<file path="src/rtl/spi_phy_pkg.sv">
// spi_phy_pkg
// Shared definitions for the SPI PHY family (master PHY and the SD-card PHY):
// the transfer state encoding, the two supported word lengths and the
// default SCK half-period.
package spi_phy_pkg;

  typedef enum logic [1:0] {
    IDLE = 2'd0,
    LOW  = 2'd1,
    HIGH = 2'd2,
    DONE = 2'd3
  } spi_state_e;

  localparam int NARROW_BITS     = 8;
  localparam int WIDE_BITS       = 32;
  localparam int DEFAULT_CLK_DIV = 2;
  localparam int DEFAULT_DIV_W   = 8;

endpackage

</file>
<file path="src/rtl/spi_phy_master_if.sv">
// spi_phy_master_if
// Request interface between a protocol controller (LCD/SD) and the SPI PHY.
//   spi_mosi  [31:0] transmit word (narrow transfers use [7:0])
//   spi_begin        transfer request, level sensitive
//   spi_wide         1 = 32-bit transfer, 0 = 8-bit transfer
//   spi_cs           requested chip-select level (1 = deselect)
//   spi_busy         transfer in progress
//   spi_miso  [31:0] last received word
// Modports: master = controller side, slave = PHY side.
interface spi_phy_master_if;
  logic [31:0] spi_mosi;
  logic        spi_begin;
  logic        spi_wide;
  logic        spi_cs;
  logic        spi_busy;
  logic [31:0] spi_miso;

  modport master (
    output spi_mosi, spi_begin, spi_wide, spi_cs,
    input  spi_busy, spi_miso
  );

  modport slave (
    input  spi_mosi, spi_begin, spi_wide, spi_cs,
    output spi_busy, spi_miso
  );
endinterface

</file>
<file path="src/rtl/spi_sck_div.sv">
// spi_sck_div
// Phase-tick generator for the SPI PHYs. While run is high, tick pulses for
// one cycle every CLK_DIV cycles; the count restarts after every tick, so a
// phase change driven by tick always begins a full phase. Dropping run clears
// the count so the next phase starts from zero.
// Ports:
//   clk, rst  system clock, synchronous active-high reset
//   run       counter enable (start/stop)
//   tick      end-of-phase strobe
module spi_sck_div
  import spi_phy_pkg::*;
#(
  parameter int CLK_DIV = DEFAULT_CLK_DIV,
  parameter int DIV_W   = DEFAULT_DIV_W
) (
  input  logic clk,
  input  logic rst,
  input  logic run,
  output logic tick
);

  logic [DIV_W-1:0] cnt_q, cnt_d;

  assign tick = run && (cnt_q == DIV_W'(CLK_DIV - 1));

  always_comb begin
    cnt_d = cnt_q + DIV_W'(1);
    if (!run || tick) cnt_d = '0;
  end

  always_ff @(posedge clk) begin
    if (rst) cnt_q <= '0;
    else     cnt_q <= cnt_d;
  end

endmodule

</file>
<file path="src/rtl/spi_phy_master.sv">
// spi_phy_master
// SPI mode-0 master PHY. Serialises one 8- or 32-bit word per request, MSB
// first, while shifting MISO into a receive register. sck idles low; data is
// presented while sck is low and MISO is captured on the rising-edge cycle.
// Ports:
//   clk, rst  system clock, synchronous active-high reset
//   bus       request interface (slave modport)
//   sck       SPI clock pin (registered, idles low)
//   mosi      SPI data-out pin (registered)
//   miso      SPI data-in pin
//   cs_n      chip-select pin (registered)
module spi_phy_master
  import spi_phy_pkg::*;
#(
  parameter int CLK_DIV = DEFAULT_CLK_DIV,
  parameter int DIV_W   = DEFAULT_DIV_W
) (
  input  logic            clk,
  input  logic            rst,
  spi_phy_master_if.slave bus,
  output logic            sck,
  output logic            mosi,
  input  logic            miso,
  output logic            cs_n
);

  spi_state_e  state_q, state_d;
  logic        busy_q, busy_d;
  logic [31:0] rx_word_q, rx_word_d;
  logic        sck_q, sck_d;
  logic        mosi_q, mosi_d;
  logic        cs_n_q, cs_n_d;
  logic        armed_q, armed_d;
  logic        wide_q, wide_d;
  logic [30:0] tx_q, tx_d;
  logic [31:0] rx_q, rx_d;
  logic [5:0]  bits_q, bits_d;
  logic        rise_q, rise_d;
  logic        accept;
  logic        tick;
  logic        div_run;

  // A request is taken only from IDLE and only once per begin assertion.
  assign accept  = (state_q == IDLE) && bus.spi_begin && armed_q;
  assign div_run = (state_q == LOW) || (state_q == HIGH);

  spi_sck_div #(
    .CLK_DIV (CLK_DIV),
    .DIV_W   (DIV_W)
  ) u_div (
    .clk  (clk),
    .rst  (rst),
    .run  (div_run),
    .tick (tick)
  );

  always_ff @(posedge clk) begin
    if (rst) state_q <= IDLE;
    else     state_q <= state_d;
  end

  always_comb begin
    state_d = state_q;
    case (state_q)
      IDLE:    if (accept) state_d = LOW;
      LOW:     if (tick) state_d = HIGH;
      HIGH:    if (tick) state_d = (bits_q == 6'd1) ? DONE : LOW;
      DONE:    state_d = IDLE;
      default: state_d = IDLE;
    endcase
  end

  // Pin and status values are computed from the next state so that sck and
  // busy come straight out of flops. rise marks the first HIGH cycle, which
  // is when MISO is captured. tx holds the bits still to be sent below the
  // one currently on mosi.
  always_comb begin
    busy_d    = (state_d != IDLE);
    sck_d     = (state_d == HIGH);
    rise_d    = (state_d == HIGH) && (state_q != HIGH);
    rx_word_d = rx_word_q;
    mosi_d    = mosi_q;
    cs_n_d    = cs_n_q;
    armed_d   = armed_q;
    wide_d    = wide_q;
    tx_d      = tx_q;
    rx_d      = rx_q;
    bits_d    = bits_q;

    if (!bus.spi_begin) armed_d = 1'b1;

    // cs_n only tracks the request while idle, so it is frozen for the whole
    // transfer and the start cycle already carries the requested level.
    if (state_q == IDLE) cs_n_d = bus.spi_cs;

    if (accept) begin
      armed_d = 1'b0;
      wide_d  = bus.spi_wide;
      rx_d    = '0;
      if (bus.spi_wide) begin
        mosi_d = bus.spi_mosi[31];
        tx_d   = bus.spi_mosi[30:0];
        bits_d = 6'(WIDE_BITS);
      end else begin
        mosi_d = bus.spi_mosi[7];
        tx_d   = {bus.spi_mosi[6:0], 24'h0};
        bits_d = 6'(NARROW_BITS);
      end
    end

    if (rise_q) rx_d = {rx_q[30:0], miso};

    if ((state_q == HIGH) && tick && (bits_q != 6'd1)) begin
      mosi_d = tx_q[30];
      tx_d   = {tx_q[29:0], 1'b0};
      bits_d = bits_q - 6'd1;
    end

    if (state_q == DONE) rx_word_d = wide_q ? rx_q : {24'h0, rx_q[7:0]};
  end

  always_ff @(posedge clk) begin
    if (rst) begin
      busy_q    <= 1'b0;
      rx_word_q <= '0;
      sck_q     <= 1'b0;
      mosi_q    <= 1'b0;
      cs_n_q    <= 1'b1;
      armed_q   <= 1'b1;
      wide_q    <= 1'b0;
      tx_q      <= '0;
      rx_q      <= '0;
      bits_q    <= '0;
      rise_q    <= 1'b0;
    end else begin
      busy_q    <= busy_d;
      rx_word_q <= rx_word_d;
      sck_q     <= sck_d;
      mosi_q    <= mosi_d;
      cs_n_q    <= cs_n_d;
      armed_q   <= armed_d;
      wide_q    <= wide_d;
      tx_q      <= tx_d;
      rx_q      <= rx_d;
      bits_q    <= bits_d;
      rise_q    <= rise_d;
    end
  end

  assign bus.spi_busy = busy_q;
  assign bus.spi_miso = rx_word_q;
  assign sck          = sck_q;
  assign mosi         = mosi_q;
  assign cs_n         = cs_n_q;

endmodule
</file>
<file path="src/flat_wrapper.sv">
// flat-port wrapper written by rule: the top's interface ports become plain ports
module spi_phy_master_flat import spi_phy_pkg::*;
#(
  parameter int CLK_DIV = DEFAULT_CLK_DIV,
  parameter int DIV_W   = DEFAULT_DIV_W
)
  (clk, rst, sck, mosi, miso, cs_n, bus_spi_mosi, bus_spi_begin, bus_spi_wide, bus_spi_cs, bus_spi_busy, bus_spi_miso);
  spi_phy_master_if bus_i ();
  input  logic clk;
  input  logic rst;
  output logic sck;
  output logic mosi;
  input  logic miso;
  output logic cs_n;
  input wire logic [$bits(bus_i.spi_mosi)-1:0] bus_spi_mosi;
  input wire logic [$bits(bus_i.spi_begin)-1:0] bus_spi_begin;
  input wire logic [$bits(bus_i.spi_wide)-1:0] bus_spi_wide;
  input wire logic [$bits(bus_i.spi_cs)-1:0] bus_spi_cs;
  output wire logic [$bits(bus_i.spi_busy)-1:0] bus_spi_busy;
  output wire logic [$bits(bus_i.spi_miso)-1:0] bus_spi_miso;
  assign bus_i.spi_mosi = bus_spi_mosi;
  assign bus_i.spi_begin = bus_spi_begin;
  assign bus_i.spi_wide = bus_spi_wide;
  assign bus_i.spi_cs = bus_spi_cs;
  assign bus_spi_busy = bus_i.spi_busy;
  assign bus_spi_miso = bus_i.spi_miso;
  spi_phy_master #(.CLK_DIV(CLK_DIV), .DIV_W(DIV_W)) u_core (.clk(clk), .rst(rst), .bus(bus_i), .sck(sck), .mosi(mosi), .miso(miso), .cs_n(cs_n));
endmodule
</file>
<file path="config.mk">
export PLATFORM = sky130hd
export DESIGN_NAME = spi_phy_master_flat
export DESIGN_NICKNAME = d
export VERILOG_FILES = /design/src/rtl/spi_phy_pkg.sv /design/src/rtl/spi_phy_master_if.sv /design/src/rtl/spi_sck_div.sv /design/src/rtl/spi_phy_master.sv /design/src/flat_wrapper.sv
export SDC_FILE = /design/constraint.sdc
export NUM_CORES = 1
export LEC_CHECK = 0
export ABC_AREA = 1
export ABC_CLOCK_PERIOD_IN_PS = 2000
export CAP_MARGIN = 20
export CELL_PAD_IN_SITES_DETAIL_PLACEMENT = 1
export CELL_PAD_IN_SITES_GLOBAL_PLACEMENT = 1
export CORE_UTILIZATION = 36
export DETAILED_ROUTE_END_ITERATION = 6
export PLACE_DENSITY = 0.84
export SYNTH_ARGS = -nofsm -noshare
export SYNTH_HDL_FRONTEND = slang
export SYNTH_HIERARCHICAL = 1
export SYNTH_SLANG_ARGS = --single-unit
export TNS_END_PERCENT = 10
</file>
<file path="constraint.sdc">
create_clock -name clk -period 2 [get_ports clk]
set_clock_uncertainty 0.1 [all_clocks]
set_input_delay 0.3 -clock clk [delete_from_list [all_inputs] [get_ports clk]]
set_output_delay 0.3 -clock clk [all_outputs]
set_load 0.05 [all_outputs]
</file>
Word level (Yosys, flattened, before mapping)
Cells that the tools add are included.
Storage, ports and cells
  register bits after elaboration: 118
  latch bits: 0
  bits in writable memories: 0
  ROM bits: 0
  output and inout bits: 36
  logic and storage cells: 59
  memories: 0
Cells by class
  add/sub/neg operators: 2
  multiply operators: 0
  div/mod/pow operators: 0
  magnitude comparators: 0
  eq/ne operators: 9
  shift-type cells: 0
  mux-type cells: 19
  bitwise operators: 0
  reductions and logical operators: 15
Operator list (number)
  2-to-1 mux 32 bit: 3
  2-to-1 mux 31 bit: 3
  2-to-1 mux 6 bit: 3
  adder 8 x 1 -> 8 bit, second input constant: 1
  equality test 8 x 1 -> 1 bit, second input constant: 1
  2-to-1 mux 2 bit: 4
  one-hot mux 2 bit (4 select lines): 1
  equality test 2 bit, second input constant: 3
  equality test 6 x 1 -> 1 bit, second input constant: 1
  logical AND 1 bit: 6
  != test 6 x 1 -> 1 bit, second input constant: 1
  nonzero test 2 bit: 3
  subtractor 6 x 1 -> 6 bit, second input constant: 1
  2-to-1 mux 1 bit: 5
  OR reduction 2 bit: 2
  equality test 2 x 1 -> 1 bit, second input constant: 1
  logical NOT 2 bit: 1
  logical OR 1 bit: 2
  != test 2 x 1 -> 1 bit, second input constant: 1
  != test 2 bit, second input constant: 1
  logical NOT 1 bit: 1

Longest topological paths before layout
Gate-level depths: netlist of run 1.
  depth after elaboration: 7
  mapped depth: 15

Hierarchy
The synthesis of run 1 kept the hierarchy.
Modules (own cells, without submodules)
  spi_phy_master: times used 1, cells each 701, area an instance 5009.8 µm², seq. area each 2202.1 µm²
  spi_sck_div: times used 1, cells each 68, area an instance 439.2 µm², seq. area each 160.2 µm²

Worst setup path after synthesis of run 1
Ideal clock, no wire load.
  path type: reg2reg
  start: register u_core.state_q[1]
  end: register u_core.tx_q[22]
  arrival: 1660 ps
  required time: 1772 ps
  setup slack: 112 ps
  cell stages (with the launch flop): 14
  period minus slack after synthesis: 1888 ps
  cells stage by stage: dfxtp_1 > inv_1 > ha_1 > inv_1 > nor2_1 > nand2_1 > inv_1 > nand2_4 > buf_12 > buf_12 > nand2_2 > o21ai_2 > nor2_1 > nor2_1
Between the ends
  cells in the longest elaborated chain, start to end: 6
  elaborated cells on any way between the ends: 11
  classes of those cells: eq/ne: 2; mux: 1; reduce/logical: 8
Ends and longest elaborated chain
  start: declaration: line spi_phy_master.sv:27  | spi_state_e state_q, state_d;
  start signal: assignment: line spi_phy_master.sv:59  | else state_q <= state_d;
  equality test 2 x 1 -> 1 bit / equality test 2 bit (equally long branches): line spi_phy_master.sv:45  | assign div_run = (state_q == LOW) || (state_q == HIGH);
  logical OR 1 bit *: line spi_phy_master.sv:45
  via u_core.div_run: line spi_phy_master.sv:41  | logic div_run;
  logical AND 1 bit *: line spi_sck_div.sv:24  | assign tick = run && (cnt_q == DIV_W'(CLK_DIV - 1));
  via u_core.tick: line spi_phy_master.sv:40  | logic tick;
  logical AND 1 bit * (2 in a row): line spi_phy_master.sv:113  | if ((state_q == HIGH) && tick && (bits_q != 6'd1)) begin
  2-to-1 mux 31 bit / nonzero test 2 bit (equally long branches)
  end signal: assignment: line spi_phy_master.sv:143  | tx_q <= tx_d;
  end: declaration: line spi_phy_master.sv:35  | logic [30:0] tx_q, tx_d;
Mark *: on every way through the listed nets, which the timed path passes. The rest lies on a longest branch.
A chain may end at the register's enable or synchronous reset.

Worst setup path after layout of run 1
  start: register u_core.rx_word_q[13] (netlist: u_core/bus.spi_miso[13])
  end: output port bus_spi_miso[13]
RTL lines
  start: declaration: line spi_phy_master.sv:29  | logic [31:0] rx_word_q, rx_word_d;
  start signal: assignment: line spi_phy_master.sv:137  | rx_word_q <= rx_word_d;
  end: declaration: line flat_wrapper.sv:20  | output wire logic [$bits(bus_i.spi_miso)-1:0] bus_spi_miso;
No word-level cell between the ends.

==> metrics.md, run 1 <==
| Metric | Value |
|---|---|
| Status | `finished with violations` |
| Failing checks | `DRC` |
| Worst setup path startpoint | `u_core/bus.spi_miso[13]` |
| Sequential-to-total area share from yosys stat | `between 40 and 50%` |
| Critical-path cell list | `clkdlybuf4s50_1` |
| Util after Layout | `between 40% and 50%` |
| Row Count | `44` |
| Routed WL per cell | `approximately 14 um` |
| Worst Path Buf+Inv | `1` |
| Synth async-reset ratio | `0%` |
| Static Leakage | `0.00285 uW` |
| First-pass iteration count of the detailed router | `6` |
| Initial antenna violation count | `0` |
| Crit path DAT | `about 1.6 ns` |
| Gpl congestion | `just over 0.8` |
| Residual DRC count | `14` |
| Netlist Area Pre-Place | `approximately 0.0054 mm2` |
| Most common cell after layout, fill and taps aside | `nor2_1` |
| Filler instances | `around 1,800` |
| Mapped Avg Cell Area | `7.09 um2` |
| ANT nets after route | `0` |
| Via Count | `about 5,000` |
| Worst Setup End Kind | `output pin` |
| Kind of critical path | `register to output pin` |
| Worst slew pin tran | `0.512 ns` |
| Yosys warning count | `6` |
| Grt total ovfl | `0` |
| Max Freq | `between 500 and 600 MHz` |
| Vias per cell | `roughly 5` |
| Register bit count reported by yosys | `about 120` |
| Max-cap violations | `0` |
| RR Startpoint | `u_core/state_q[0]` |
| Max-slew violation count | `0` |
| Diodes inserted | `0` |
| Reg clk slew, reported paths | `0.05 ns` |
| Die height | `between 100 and 150 um` |
| Hold Crit Class | `input pin to register` |
| Overall Power | `about 5900 uW` |
| Top FF cell, synth | `dfxtp_1` |
| Biggest cell delay along the critical path | `slightly above 0.8 ns` |
| Power Density | `between 800 and 900 mW/mm2` |
| CTS Buffer Depth | `2` |
| Post-DP HPWL | `8860 um` |
| Largest net degree at the start of global routing | `a little over 70` |
| Total Routing Usage GR | `between 10% and 20%` |
| Core area | `0.0146 mm2` |
| Width of the die | `~130 um` |
| Drt first-iter violations | `between 200 and 300` |
| Max_slew headroom | `roughly two thirds` |
| Die area | `approximately 0.016 mm2` |
| Port-buffer cells | `73` |
| CTS buffer count | `17` |
| Endpoints failing hold | `0` |
| Ratio of cells with drive above 1 in the final layout | `between 10% and 20%` |
| Distinct cells, synth | `32` |
| Count of flip-flops with a built-in enable after synthesis | `0` |
| VDD IR-drop max | `a little under 500 uV` |
| # nets final | `891` |
| Crit start category | `register` |
| Critical path's top delay family | `buffers and inverters` |
| Area growth syn-to-layout | `30.5%` |
| Hold_sp | `rst` |
| CTS root buf | `clkbuf_16` |
| Syn_nets | `approximately 820` |
| First-pass GRT wire length | `24,200 um` |
| Number of global-route vias before repair | `about 5,100` |
| Min Tclk post-route | `approximately 2.0 ns` |
| Worst skew pair latency | `0.42 ns` |
| Hold_buf cts | `0` |
| I/O Pins | `between 70 and 80` |
| Routed wire length | `around 14,000 um` |
| Synthesized instance count | `around 770` |
| Worst path required time | `1.60 ns` |
| Starting density of the core | `roughly 37%` |
| Place WS | `0.0690 ns` |
| CTS tree | `done` |
| Crit Path Max Fanout | `2` |
| H-tree depth | `4` |
| Sink Count | `118` |
| Final Cycle Share | `about 100%` |
| CP max stage cell | `clkdlybuf4s50_1` |
| Most frequent cells in the layout | `nor2_1, nand2_1, dfxtp_1` |
| Final worst slack | `about 0.036 ns` |
| Final Setup Violations | `0` |
## cell usage after synthesis (all sizes together), types with 2 or more instances
master | count | area [um2]
nand2 | 174 | 731
nor2 | 157 | 607
dfxtp | 118 | 2360
a21oi | 75 | 379
nand3 | 71 | 365
inv | 61 | 229
o21ai | 45 | 323
clkbuf | 33 | 128
buf | 16 | 144
ha | 9 | 113
nand4 | 2 | 12.5
xor2 | 2 | 17.5
## sequential cells by signal (all words and copies together), names as in the netlist
| name | cells |
|---|---|
| u_core/rx_q | 32 |
| u_core/bus.spi_busy | 1 |
| u_core/mosi | 1 |
| u_core/bus.spi_miso | 32 |
| u_core/armed_q | 1 |
| u_core/bits_q | 6 |
| u_core/wide_q | 1 |
| u_core/rise_q | 1 |
| u_core/u_div/cnt_q | 8 |
| u_core/cs_n | 1 |
| u_core/sck | 1 |
| u_core/state_q | 2 |
| u_core/tx_q | 31 |
## layout make-up
cell class,instances,area [um2],area share [%]
clock buffers,20,447,6.28
clock inverters,12,105,1.48
inverters,62,235,3.31
multi-input cells,541,2630,36.9
flip-flops and latches,118,2360,33.2
well taps,184,230,3.24
repair buffers,104,1100,15.5
## routing by layer
| metal | part of all wire [%] | GRT usage [%] | vias up |
|---|---|---|---|
| met1 | 47 | 23.7 | 2435 |
| met5 | 0 | 0 | - |
| met4 | 2.0 | 8.25 | 0 |
| met3 | 3.6 | 3.94 | 25 |
| li1 | - | - | 2578 |
| met2 | 47 | 31.4 | 96 |
## final timing paths
path / depth (start not counted) / slack (ns) / endpoint
max: 1 / 0.04 / bus_spi_miso[13]
min: 4 / 0.29 / u_core/u_div/cnt_q[7]
max reg2reg: 12 / 0.14 / u_core/mosi
min reg2reg: 2 / 0.36 / u_core/cs_n
## cells by family (layout without fill, tap and decap cells)
group           Yosys count  in the layout  share of synthesized area, %
flops                   118            118                          43.4
compound gates          121            121                          13.0
simple gates            407            408                          31.8
xor+xnor                  3              3                         0.482
buf+inv                 111            198                          9.25
fa+ha+maj                 9              9                          2.07
## stage by stage
stage               instances  setup TNS (ns)  hold WS [ns]  instance area [um2]
floorplan                 769               0         0.284                 5450
global placement         1001               0         0.355                 6390
detailed placement       1001               0         0.356                 6390
CTS                      1033               0         0.271                 6930
global route             1041          -0.108         0.292                 7110
finish                   1041               0         0.287                 7110
## timing repair
| action | CTS | global route |
|---|---|---|
| buffers inserted | 0 | 4 |
| pin swaps | 0 | 1 |
| setup endpoints to repair | 5 | 42 |
| gates resized for setup | 5 | 16 |
| cloned | 0 | 4 |
## where the power goes
| part | leakage, uW | switching, uW | internal [uW] |
|---|---|---|---|
| Clock | 0.000258 | 1110 | 1730 |
| Sequential | 0.000955 | 20.8 | 2400 |
| Combinational | 0.00163 | 369 | 257 |
(Power assumes the default switching activity.)
==> run 2, diff against run 1 <==
==> constraint.sdc (replaced) <==
create_clock -name clk -period 2 [get_ports clk]
set_clock_uncertainty 0.1 [all_clocks]
set_input_delay 0.4 -clock clk [delete_from_list [all_inputs] [get_ports clk]]
set_output_delay 0.4 -clock clk [all_outputs]
set_load 0.01 [all_outputs]
==> run 2 against run 1 <==
The run still ends with DRC left. Die area is the same. Wire length increased by 6.8%. Global-route usage is 1.2 points higher. Non-clock buffer count fell by 3. Combinational power rose by 1%. Maximum frequency rose by 3.0%. Critical path type is now register to register. Critical endpoint is now u_core/tx_q[0]. Largest cell class unchanged. Highest routed layer unchanged.
==> metrics.md, run 2 (same netlist as run 1, synthesis figures left out) <==
| Metric | Value |
|---|---|
| Final Setup Violations | `0 (unchanged)` |
| Number of global-route vias before repair | `5,444 (was 5,129)` |
| Placed standard-cell area | `0.00641 mm2 (was 0.00639 mm2)` |
| Die height | `125 um (unchanged)` |
| Most Crowded Layer GR | `met2 (unchanged)` |
| Status | `finished with violations (unchanged)` |
| Crit start category | `register (unchanged)` |
| Fin area | `0.00717 mm2 (was 0.00711 mm2)` |
| Min Tclk post-route | `1.91 ns (was 1.96 ns)` |
| Max_slew headroom | `66.0% (was 65.8%)` |
| Residual DRC count | `14 (unchanged)` |
| Final worst slack | `0.0940 ns (was 0.0364 ns)` |
| Row Count | `44 (unchanged)` |
| CTS tree | `done (unchanged)` |
| Grt met1 use | `23.9% (was 23.7%)` |
| Hold Crit Class | `input pin to register (unchanged)` |
| Worst Setup End Kind | `register (was output pin)` |
| Diodes inserted | `0 (unchanged)` |
| Worst skew pair latency | `0.42 ns (about the same)` |
| RSZ-0062 raised after global routing | `true` |
| Core area | `0.0146 mm2 (unchanged)` |
| CTS Buffer Depth | `2 (unchanged)` |
| Biggest cell delay along the critical path | `0.31 ns (was 0.81 ns)` |
| Largest net degree at the start of global routing | `73 (was 72)` |
| Sink Count | `118 (unchanged)` |
| Routed WL per cell | `14.8 um (was 13.8 um)` |
| Most common cell after layout, fill and taps aside | `nor2_1 (unchanged)` |
| Area growth syn-to-layout | `31.5% (was 30.5%)` |
| Critical-path cell list | `inv_1 -> ha_1 -> nand3_2 -> buf_12 -> nor2_1 -> a22oi_1 -> nor3_1 (was clkdlybuf4s50_1)` |
| First-pass iteration count of the detailed router | `7 (was 6)` |
| Reg clk slew, reported paths | `0.05 ns (about the same)` |
| Total Routing Usage GR | `20.2% (was 18.9%)` |
| Max-cap violations | `0 (unchanged)` |
| Drt first-iter violations | `277 (was 276)` |
| I/O Pins | `74 (unchanged)` |
| CP max stage cell | `dfxtp_1 (was clkdlybuf4s50_1)` |
| First-pass GRT wire length | `25,500 um (was 24,200 um)` |
| Post-DP HPWL | `9200 um (was 8860 um)` |
| Endpoints failing hold | `0 (unchanged)` |
| Grt total ovfl | `0 (unchanged)` |
| Crit path DAT | `2.13 ns (was 1.56 ns)` |
| Initial antenna violation count | `0 (unchanged)` |
| Width of the die | `125 um (unchanged)` |
| Met3 track demand over resource | `4.71% (was 3.94%)` |
| Final Cycle Share | `95.3% (was 98.2%)` |
| Static Leakage | `0.00271 uW (was 0.00285 uW)` |
| Failing checks | `DRC (unchanged)` |
| Worst path required time | `2.22 ns (was 1.60 ns)` |
| Kind of critical path | `register to register (was register to output pin)` |
| Reg2reg path depth | `7 (was 12)` |
| Vias per cell | `4.97 (was 4.93)` |
| Via Count | `5,147 (was 5,134)` |
| Crit Path Max Fanout | `35 (was 2)` |
| Met2 Track Usage GR | `34.3% (was 31.4%)` |
| VDD IR-drop max | `535 uV (was 489 uV)` |
| Gpl congestion | `0.798 (was 0.807)` |
| CTS root buf | `clkbuf_16 (unchanged)` |
| Place WS | `-0.0275 ns (was 0.0690 ns)` |
| Ratio of cells with drive above 1 in the final layout | `15.8% (was 14.9%)` |
| ANT nets after route | `0 (unchanged)` |
| Hold depth | `4 (unchanged)` |
| # nets final | `887 (was 891)` |
| Max-slew violation count | `0 (unchanged)` |
| CTS buffer count | `17 (unchanged)` |
| Starting density of the core | `37.2% (unchanged)` |
| Most frequent cells in the layout | `nor2_1, nand2_1, dfxtp_1 (unchanged)` |
| Die area | `0.0156 mm2 (unchanged)` |
| Worst slew pin tran | `0.509 ns (was 0.512 ns)` |
| Port-buffer cells | `73 (unchanged)` |
| Routed wire length | `15,400 um (was 14,400 um)` |
| H-tree depth | `4 (unchanged)` |
| Hold_buf cts | `0 (unchanged)` |
| Power Density | `842 mW/mm2 (was 829 mW/mm2)` |
| Max Freq | `525 MHz (was 509 MHz)` |
run 2: layer usage:
layer,wire length [um],vias to the layer above
met2,7440,91
li1,-,2565
met1,7060,2466
met3,613,25
met4,257,0
met5,0,-
run 2: worst max-delay path, delay by kind of cell (launching register included):
family / cells / cell delay (ns)
simple gates: 3 / 0.67
buf+inv: 2 / 0.35
flops: 1 / 0.31
compound gates: 1 / 0.12
fa+ha+maj: 1 / 0.25
run 2: where the power goes:
group          switching (uW)  internal, uW
clock network            1110          1860
registers                26.5          2400
logic                     358           274
total                    1500          4530
run 2: path summary, 6_finish.rpt:
kind,end,startpoint,slack (ns)
setup / recovery,u_core/tx_q[0],u_core/state_q[0],0.09
hold / removal,u_core/u_div/cnt_q[0],rst,0.36
setup reg to reg,u_core/tx_q[0],u_core/state_q[0],0.09
hold reg to reg,u_core/bus.spi_miso[18],u_core/bus.spi_miso[18],0.36
run 2: final cells by class:
type                    instances  area [um2]
fillers                      1824        7480
multi-input cells             540        2640
clock buffers                  19         443
clock inverters                12         130
inverters                      62         236
well taps                     184         230
repair buffers                101        1120
flip-flops and latches        118        2360
run 2: per-stage QoR:
step | hold WS, ns | util, % | power (uW) | setup TNS (ns) | std cells
2_1_floorplan | 0.345 | - | 2820 | 0 | 769
3_3_place_gp | 0.354 | 43.7 | 3050 | 0 | 1000
3_5_place_dp | 0.353 | 43.7 | 3060 | -0.0374 | 1000
4_1_cts | 0.351 | 47.7 | 6050 | 0 | 1031
5_1_grt | 0.380 | 48.9 | 6270 | -0.139 | 1036
6_report | 0.360 | 48.9 | 6030 | 0 | 1036
run 2: what timing repair did:
item                       in CTS  in global routing
setup endpoints to repair       1                 38
pin swaps                       0                 18
gates cloned                    0                  4
gates resized for setup         1                 20
buffers inserted                0                  1
